[src/rtl/riscv_div_arb.sv]
// Round-robin arbiter and sequencer that shares one iterative riscv_div between two requesters.
// Issues a single-cycle start pulse, returns the result to the owner and recovers a hung divider.
module riscv_div_arb #(
    parameter int unsigned TIMEOUT = 48
) (
    input  logic        clk,
    input  logic        srst,
    input  logic        req0,
    input  logic        req1,
    input  logic [31:0] opcode0,
    input  logic [31:0] opcode1,
    input  logic [31:0] ra0,
    input  logic [31:0] ra1,
    input  logic [31:0] rb0,
    input  logic [31:0] rb1,
    output logic        gnt0,
    output logic        gnt1,
    output logic        resp_valid0,
    output logic        resp_valid1,
    output logic [31:0] resp_result0,
    output logic [31:0] resp_result1,
    output logic        resp_err0,
    output logic        resp_err1,
    output logic        div_srst_n,
    output logic        div_valid,
    output logic [31:0] div_opcode,
    output logic [31:0] div_ra,
    output logic [31:0] div_rb,
    input  logic        div_done,
    input  logic [31:0] div_result
);

    localparam int unsigned CntW = $clog2(TIMEOUT);

    typedef enum logic [2:0] {StIdle, StIssue, StWait, StResp, StRecover} state_e;

    state_e      st_q, st_d;
    logic        rr_last_q, rr_last_d;
    logic        owner_q, owner_d;
    logic [CntW-1:0] cnt_q, cnt_d;
    logic        div_valid_q, div_valid_d;
    logic [31:0] div_opcode_q, div_opcode_d;
    logic [31:0] div_ra_q, div_ra_d;
    logic [31:0] div_rb_q, div_rb_d;
    logic        resp_valid0_q, resp_valid0_d;
    logic        resp_valid1_q, resp_valid1_d;
    logic [31:0] resp_result0_q, resp_result0_d;
    logic [31:0] resp_result1_q, resp_result1_d;
    logic        resp_err0_q, resp_err0_d;
    logic        resp_err1_q, resp_err1_d;

    logic        pick1;
    logic [31:0] sel_op;
    logic        sel_legal;
    logic [31:0] res_next;
    logic        err_next;

    // On a tie the port that was not granted last wins.
    assign pick1     = req1 & (~req0 | ~rr_last_q);
    assign sel_op    = pick1 ? opcode1 : opcode0;
    assign sel_legal = (sel_op[6:0] == 7'b0110011) && (sel_op[31:25] == 7'b0000001) && sel_op[14];

    always_comb begin
        st_d           = st_q;
        rr_last_d      = rr_last_q;
        owner_d        = owner_q;
        cnt_d          = cnt_q;
        div_opcode_d   = div_opcode_q;
        div_ra_d       = div_ra_q;
        div_rb_d       = div_rb_q;
        div_valid_d    = 1'b0;
        resp_valid0_d  = 1'b0;
        resp_valid1_d  = 1'b0;
        resp_result0_d = '0;
        resp_result1_d = '0;
        resp_err0_d    = 1'b0;
        resp_err1_d    = 1'b0;
        res_next       = '0;
        err_next       = 1'b0;
        gnt0           = 1'b0;
        gnt1           = 1'b0;

        case (st_q)
            StIdle: begin
                if (!srst && (req0 || req1)) begin
                    gnt0         = ~pick1;
                    gnt1         = pick1;
                    owner_d      = pick1;
                    rr_last_d    = pick1;
                    div_opcode_d = sel_op;
                    div_ra_d     = pick1 ? ra1 : ra0;
                    div_rb_d     = pick1 ? rb1 : rb0;
                    if (sel_legal) begin
                        st_d        = StIssue;
                        div_valid_d = 1'b1;
                    end else begin
                        st_d     = StResp;
                        err_next = 1'b1;
                    end
                end
            end
            StIssue: begin
                cnt_d = '0;
                st_d  = StWait;
            end
            StWait: begin
                cnt_d = cnt_q + 1'b1;
                if (div_done) begin
                    res_next = div_result;
                    st_d     = StResp;
                end else if (cnt_q == CntW'(TIMEOUT - 1)) begin
                    st_d = StRecover;
                end
            end
            StRecover: begin
                res_next = 32'hFFFF_FFFF;
                err_next = 1'b1;
                st_d     = StResp;
            end
            StResp: begin
                st_d = StIdle;
            end
            default: begin
                st_d = StIdle;
            end
        endcase

        // Response registers load on entry to RESP so the strobe lines up with that state.
        if (st_d == StResp && st_q != StResp) begin
            if (owner_d) begin
                resp_valid1_d  = 1'b1;
                resp_result1_d = res_next;
                resp_err1_d    = err_next;
            end else begin
                resp_valid0_d  = 1'b1;
                resp_result0_d = res_next;
                resp_err0_d    = err_next;
            end
        end
    end

    always_ff @(posedge clk) begin
        if (srst) begin
            st_q           <= StIdle;
            rr_last_q      <= 1'b1;
            owner_q        <= 1'b0;
            cnt_q          <= '0;
            div_valid_q    <= 1'b0;
            div_opcode_q   <= '0;
            div_ra_q       <= '0;
            div_rb_q       <= '0;
            resp_valid0_q  <= 1'b0;
            resp_valid1_q  <= 1'b0;
            resp_result0_q <= '0;
            resp_result1_q <= '0;
            resp_err0_q    <= 1'b0;
            resp_err1_q    <= 1'b0;
        end else begin
            st_q           <= st_d;
            rr_last_q      <= rr_last_d;
            owner_q        <= owner_d;
            cnt_q          <= cnt_d;
            div_valid_q    <= div_valid_d;
            div_opcode_q   <= div_opcode_d;
            div_ra_q       <= div_ra_d;
            div_rb_q       <= div_rb_d;
            resp_valid0_q  <= resp_valid0_d;
            resp_valid1_q  <= resp_valid1_d;
            resp_result0_q <= resp_result0_d;
            resp_result1_q <= resp_result1_d;
            resp_err0_q    <= resp_err0_d;
            resp_err1_q    <= resp_err1_d;
        end
    end

    assign div_srst_n   = ~srst & (st_q != StRecover);
    assign div_valid    = div_valid_q;
    assign div_opcode   = div_opcode_q;
    assign div_ra       = div_ra_q;
    assign div_rb       = div_rb_q;
    assign resp_valid0  = resp_valid0_q;
    assign resp_valid1  = resp_valid1_q;
    assign resp_result0 = resp_result0_q;
    assign resp_result1 = resp_result1_q;
    assign resp_err0    = resp_err0_q;
    assign resp_err1    = resp_err1_q;

endmodule

[config.mk]
export PLATFORM = sky130hd
export DESIGN_NAME = riscv_div_arb
export DESIGN_NICKNAME = d
export VERILOG_FILES = /design/src/rtl/riscv_div_arb.sv
export SDC_FILE = /design/constraint.sdc
export NUM_CORES = 1
export LEC_CHECK = 0
export ABC_AREA = 1
export CAP_MARGIN = 5
export CORE_AREA = 2 2 155 157
export CTS_BUF_LIST = sky130_fd_sc_hd__clkbuf_4
export DETAILED_ROUTE_END_ITERATION = 8
export DIE_AREA = 0 0 157 159
export PLACE_DENSITY_LB_ADDON = 0.3
export SYNTH_ARGS = -nofsm -noshare
export SYNTH_HDL_FRONTEND = slang
export SYNTH_SLANG_ARGS = --single-unit
[constraint.sdc]
create_clock -name clk -period 2.25 [get_ports clk]
set_input_delay 0.45 -clock clk [delete_from_list [all_inputs] [get_ports clk]]
set_output_delay 0.45 -clock clk [all_outputs]
set_load 0.05 [all_outputs]
==> results of run 1 <==
-- cell type report --
class	count	area (µm²)	share of cell area
Timing Repair Buffer	449	4520	0.388
Sequential cell	176	3530	0.303
Multi-Input combinational cell	595	2700	0.232
Tap cell	319	399	0.0343
Inverter	59	226	0.0195
Clock buffer	18	135	0.0116
Clock inverter	13	133	0.0114
Antenna cell	2	5.00	0.000430
-- layout by cell type, fill, tap and decap left out, types with 6 or more instances in the layout --
master and n:
nand2_1 321, clkdlybuf4s50_1 281, dfxtp_1 173, a31oi_1 89
nor2_1 80, dlygate4sd2_1 63, inv_1 53, o21ai_0 49
dlymetal6s2s_1 48, buf_4 46, clkbuf_4 18, nand3_1 14
a21oi_1 14, buf_12 10, nand3b_1 6
-- synthesized netlist by cell type --
master    count  share of area
nand2_1     323           0.18
dfxtp_1     176           0.52
a31oi_1      89          0.083
nor2_1       81          0.045
inv_1        54          0.030
o21ai_0      49          0.036
buf_2        25          0.019
clkbuf_1     23          0.013
a21oi_1      14          0.010
nand3_1      14          0.010
buf_6         7          0.012
nand3b_1      6         0.0067
inv_2         5         0.0028
buf_4         3         0.0033
nand2_2       3         0.0028
a22oi_1       2         0.0022
a311oi_1      2         0.0026
nand3_4       2         0.0052
nand4_1       2         0.0019
o21ai_1       2         0.0015
a221oi_1      1         0.0013
buf_1         1        0.00056
ha_1          1         0.0019
nand2_4       1         0.0017
nor2_4        1         0.0017
nor3_1        1        0.00074
o211ai_1      1         0.0011
-- routing by layer --
layer | track usage | vias up | wire length [µm]
met2 | 0.329 | 269 | 12300
met5 | 0 | - | 0
li1 | - | 3683 | -
met4 | 0.0676 | 0 | 697
met3 | 0.0599 | 41 | 1860
met1 | 0.222 | 3307 | 10200
-- worst max-delay path by stage --
| stage | from | end |
|---|---|---|
| final | resp_result0[5] | resp_result0[5] |
| after floorplan | srst | gnt1 |
| after detailed placement | req0 | resp_result0[27] |
| after global routing | st_q[0] | gnt0 |
| after CTS | resp_result0[5] | resp_result0[5] |
| after global placement | req0 | resp_err0 |
-- flip-flops by register name (all words and copies together) (netlist names) --
| signal | count |
|---|---|
| div_ra | 32 |
| cnt_q | 6 |
| div_opcode | 32 |
| div_rb | 32 |
| rr_last_q | 1 |
| resp_result0 | 32 |
| resp_valid1 | 1 |
| resp_result1 | 32 |
| resp_err1 | 1 |
| resp_err0 | 1 |
| st_q | 3 |
| owner_q | 1 |
| div_valid | 1 |
| resp_valid0 | 1 |
-- cells by family after synthesis --
group	count (synthesis)	synth area share
simple gates	434	0.256
fa+ha+maj	1	0.00186
compound gates	160	0.138
flops	176	0.524
buf+inv	118	0.0799
-- stage by stage --
stage	hold WS, ns	area (µm²)	total power, mW	TNS (ns)
finish	0.428	11600	7.20	0
global route	0.388	11600	7.52	-0.0247
CTS	0.359	11500	7.29	0
detailed placement	0.476	11200	5.55	-14.28
global placement	0.466	11200	5.55	-8.89
floorplan	0.449	6730	4.56	0
-- power by group through the flow --
stage | Sequential, mW | Combinational (mW) | Clock [mW]
after global placement | 3.45 | 2.10 | 0
after CTS | 3.38 | 2.06 | 1.85
final | 3.38 | 2.05 | 1.77
after global routing | 3.40 | 2.18 | 1.94
after floorplan | 3.99 | 0.571 | 0
after detailed placement | 3.45 | 2.11 | 0
-- timing repair --
| item | CTS | global route |
|---|---|---|
| buffers inserted | 1 | 4 |
| pin swaps | 1 | 2 |
| setup endpoints to repair | 64 | 50 |
| gates resized for setup | 68 | 54 |
==> metrics.txt, run 1 <==
status finished, final reports clean; ANT nets after route 0; Max FO, Critical Path 1; Sw Ratio 0.348; Post-Syn Area 6730 µm²; synthesized net count 1119; WHS Path Cells 3; max cap viols 0; Ys Warns 0; H-tree depth 4; Clock power frac 0.246; pre-CTS setup slack -0.166 ns; worst-path cell chain clkdlybuf4s50_1; gr usage total 0.191; final setup vio count 0; fin crit share 0.963; grt ovf 0; Seq/Total Area, Yosys 0.524; vias in the first global route 6983; die width 157 µm; clk slew on worst S/H paths 0.18 ns; Seq pwr share 0.469; I/O pin count 397; initial cell density of the core 0.290; area grow syn2layout 72.9%; first-pass GRT wire length 37.5 mm; unrepaired setup endpoints after global routing yes; CTS tree yes; Root Buffer clkbuf_4; GPL Wtd Cong 0.842; largest net degree at the start of global routing 90; Yosys cell types 27; critical path depth 1; Inst Count DP 1593; vias per inst 4.48; Inserted Clock Buffers 17; wire length per cell 15.3 µm; Clock Sinks 176; via count 7300; Critical Path Start Type flip-flop; Switch Pwr 2.50 mW; Pwr Density 619 nW/µm²; Syn Area/Cell 7.57 µm²; FF-to-FF End resp_result1[22]; Worst Path Required 1.80 ns; port bufs 396; nets@finish 1528; post-DP HPWL 18.3 mm; critical path class flip-flop to primary output; Skew-Pair Late Insertion Delay 0.56 ns; initial antenna violation count 2; Min-Delay Endpoint div_rb[26]; Clock Path Buffers 2; Max IR drop VDD 0.000277 V; # hold bufs at CTS 0; CP top delay family buffers and inverters; Pint 4.70 mW; share of cells above drive strength 1 0.0809; Initial DRC Count 378; Final Max Tran Viols 0; combinational power share 0.284; fill count 2287; worst path buffer plus inverter count 1; Rel. slew slack 0.307; FF+latch count, synth 176; hold path startpoint rb1[26]; critical path capture point type primary output; Core Footprint 23200 µm²; Worst path max stage delay 0.81 ns; DRC 0; clock skew 0.0418 ns; crit path DAT 1.72 ns; Hold Path Class input port to flip-flop; slowest cell on the critical path clkdlybuf4s50_1; Fin. Hold Viols 0; Final Util 0.502; area of the die 25000 µm²; Gate Count Post-Synth 889; Fmax achieved 0.461 GHz; Worst-Margin Slew 1.04 ns; FP Rows 56; Chip Height 159 µm; drt pass-1 iters 4; Worst R2R Setup Slack 0.43 ns; Leak 5.37 nW; total routed wirelength 25.0 mm; Finished Layout Cells 1631; R2R Path Start rr_last_q; reg2reg path depth 14; final worst path period need 2.17 ns; final worst slack 0.0822 ns
Note: power is estimated with default switching activity, not from simulation.
==> run 2, diff against run 1 <==
Settings changed: RECOVER_POWER set to 50.
==> run 2 against run 1 <==
Compared with the run above:
- worst hold slack improved by 0.0022 ns
- wire length about the same
- total power hardly changed
- final area about the same
- critical path type unchanged
- largest cell class unchanged
- largest power group unchanged
==> metrics.txt, run 2 (synthesis results as in run 1) <==
first-pass GRT wire length 37.5 mm; clk slew on worst S/H paths 0.18 ns; FP Rows 56; final worst path period need 2.16 ns; Hold Path Class input port to flip-flop; Max IR drop VDD 0.000277 V; Core Footprint 23200 µm²; max cap viols 0; Post-DP Area 11200 µm²; worst-path cell chain clkdlybuf4s50_1; drt pass-1 iters 5; Pwr Density 619 nW/µm²; Clock power frac 0.246; wire length per cell 15.3 µm; ANT nets after route 0; design area 11600 µm²; die width 157 µm; area grow syn2layout 72.9%; final worst slack 0.0855 ns; Sw Ratio 0.347; initial antenna violation count 2; nets@finish 1528; final setup vio count 0; Leak 5.37 nW; gr usage total 0.191; Skew-Pair Late Insertion Delay 0.56 ns; Seq pwr share 0.470; Final Max Tran Viols 0; Worst-Margin Slew 1.04 ns; M1 GR Usage 0.222; # hold bufs at CTS 0; area of the die 25000 µm²; initial cell density of the core 0.290; vias per inst 4.47; status finished, final reports clean; critical path capture point type primary output; Pint 4.70 mW; port bufs 396; vias in the first global route 6983; GR Util met2 0.329; commonest non-fill, non-tap cell in the layout nand2_1; Inst Count DP 1593; met3 usage 0.0599; Critical Path Start Type flip-flop; via count 7290; Fin. Hold Viols 0; global routing's busiest layer met2; Final TNS setup 0 ns; Chip Height 159 µm; share of cells above drive strength 1 0.0809; Clock Path Buffers 2; Finished Layout Cells 1631; fin crit share 0.962; Clock Sinks 176; post-DP HPWL 18.3 mm; largest net degree at the start of global routing 90; Fmax achieved 0.462 GHz; Root Buffer clkbuf_4; worst path buffer plus inverter count 1; Initial DRC Count 379; Inserted Clock Buffers 17; worst hold slack 0.430 ns; GPL Wtd Cong 0.842; Rel. slew slack 0.310; critical path class flip-flop to primary output; crit path DAT 1.71 ns; Final Util 0.502; grt ovf 0; I/O pin count 397; total routed wirelength 25.0 mm; CTS tree yes; total power 7.20 mW; combinational power share 0.284; Worst path max stage delay 0.81 ns; unrepaired setup endpoints after global routing yes; H-tree depth 4; Max FO, Critical Path 1; pre-CTS setup slack -0.166 ns; Switch Pwr 2.50 mW; most frequent cells in the layout nand2_1, clkdlybuf4s50_1, dfxtp_1; slowest cell on the critical path clkdlybuf4s50_1; CP top delay family buffers and inverters; Worst Path Required 1.80 ns; clock skew 0.0417 ns; DRC 0
run 2: changes by cell type in the layout (fill, tap and decap cells not counted):
cell | previous run | this run
buf_4 | 46 | 45
clkbuf_2 | 0 | 1
run 2: area by class of cell:
cell class                 count  area (µm²)
antenna                        2        5.00
clock buffer                  18         135
clock inverter                13         133
fill                        2288       11600
inverter                      59         226
multi-input combinational    595        2700
sequential                   176        3530
tap                          319         399
timing repair buffer         449        4510
run 2: path summary, 6_finish.rpt:
path	startpoint	to	slack, ns	cells after the start
worst min register to register	div_rb[13]	div_rb[13]	0.50	2
worst max register to register	rr_last_q	resp_result1[22]	0.44	14
worst min-delay path	rb1[26]	div_rb[26]	0.43	3
worst max-delay path	resp_result0[5]	resp_result0[5]	0.09	1
run 2: metal layers:
metal / vias to the layer above / wire, µm
met2: 272 / 12200
met4: 0 / 701
li1: 3684 / -
met1: 3294 / 10200
met3: 40 / 1860
met5: - / 0
run 2: power by group through the flow:
stage	Clock, mW	Sequential, mW	Combinational [mW]
2_1_floorplan	0	3.99	0.571
3_3_place_gp	0	3.45	2.10
3_5_place_dp	0	3.45	2.11
4_1_cts	1.85	3.38	2.06
5_1_grt	1.94	3.40	2.18
6_report	1.77	3.38	2.05
run 2: what timing repair did:
item,in CTS,in global routing
setup endpoints to repair,64,50
setup buffers,1,4
gates resized for setup,68,54
hold endpoints to repair,0,0
pin swaps,1,2
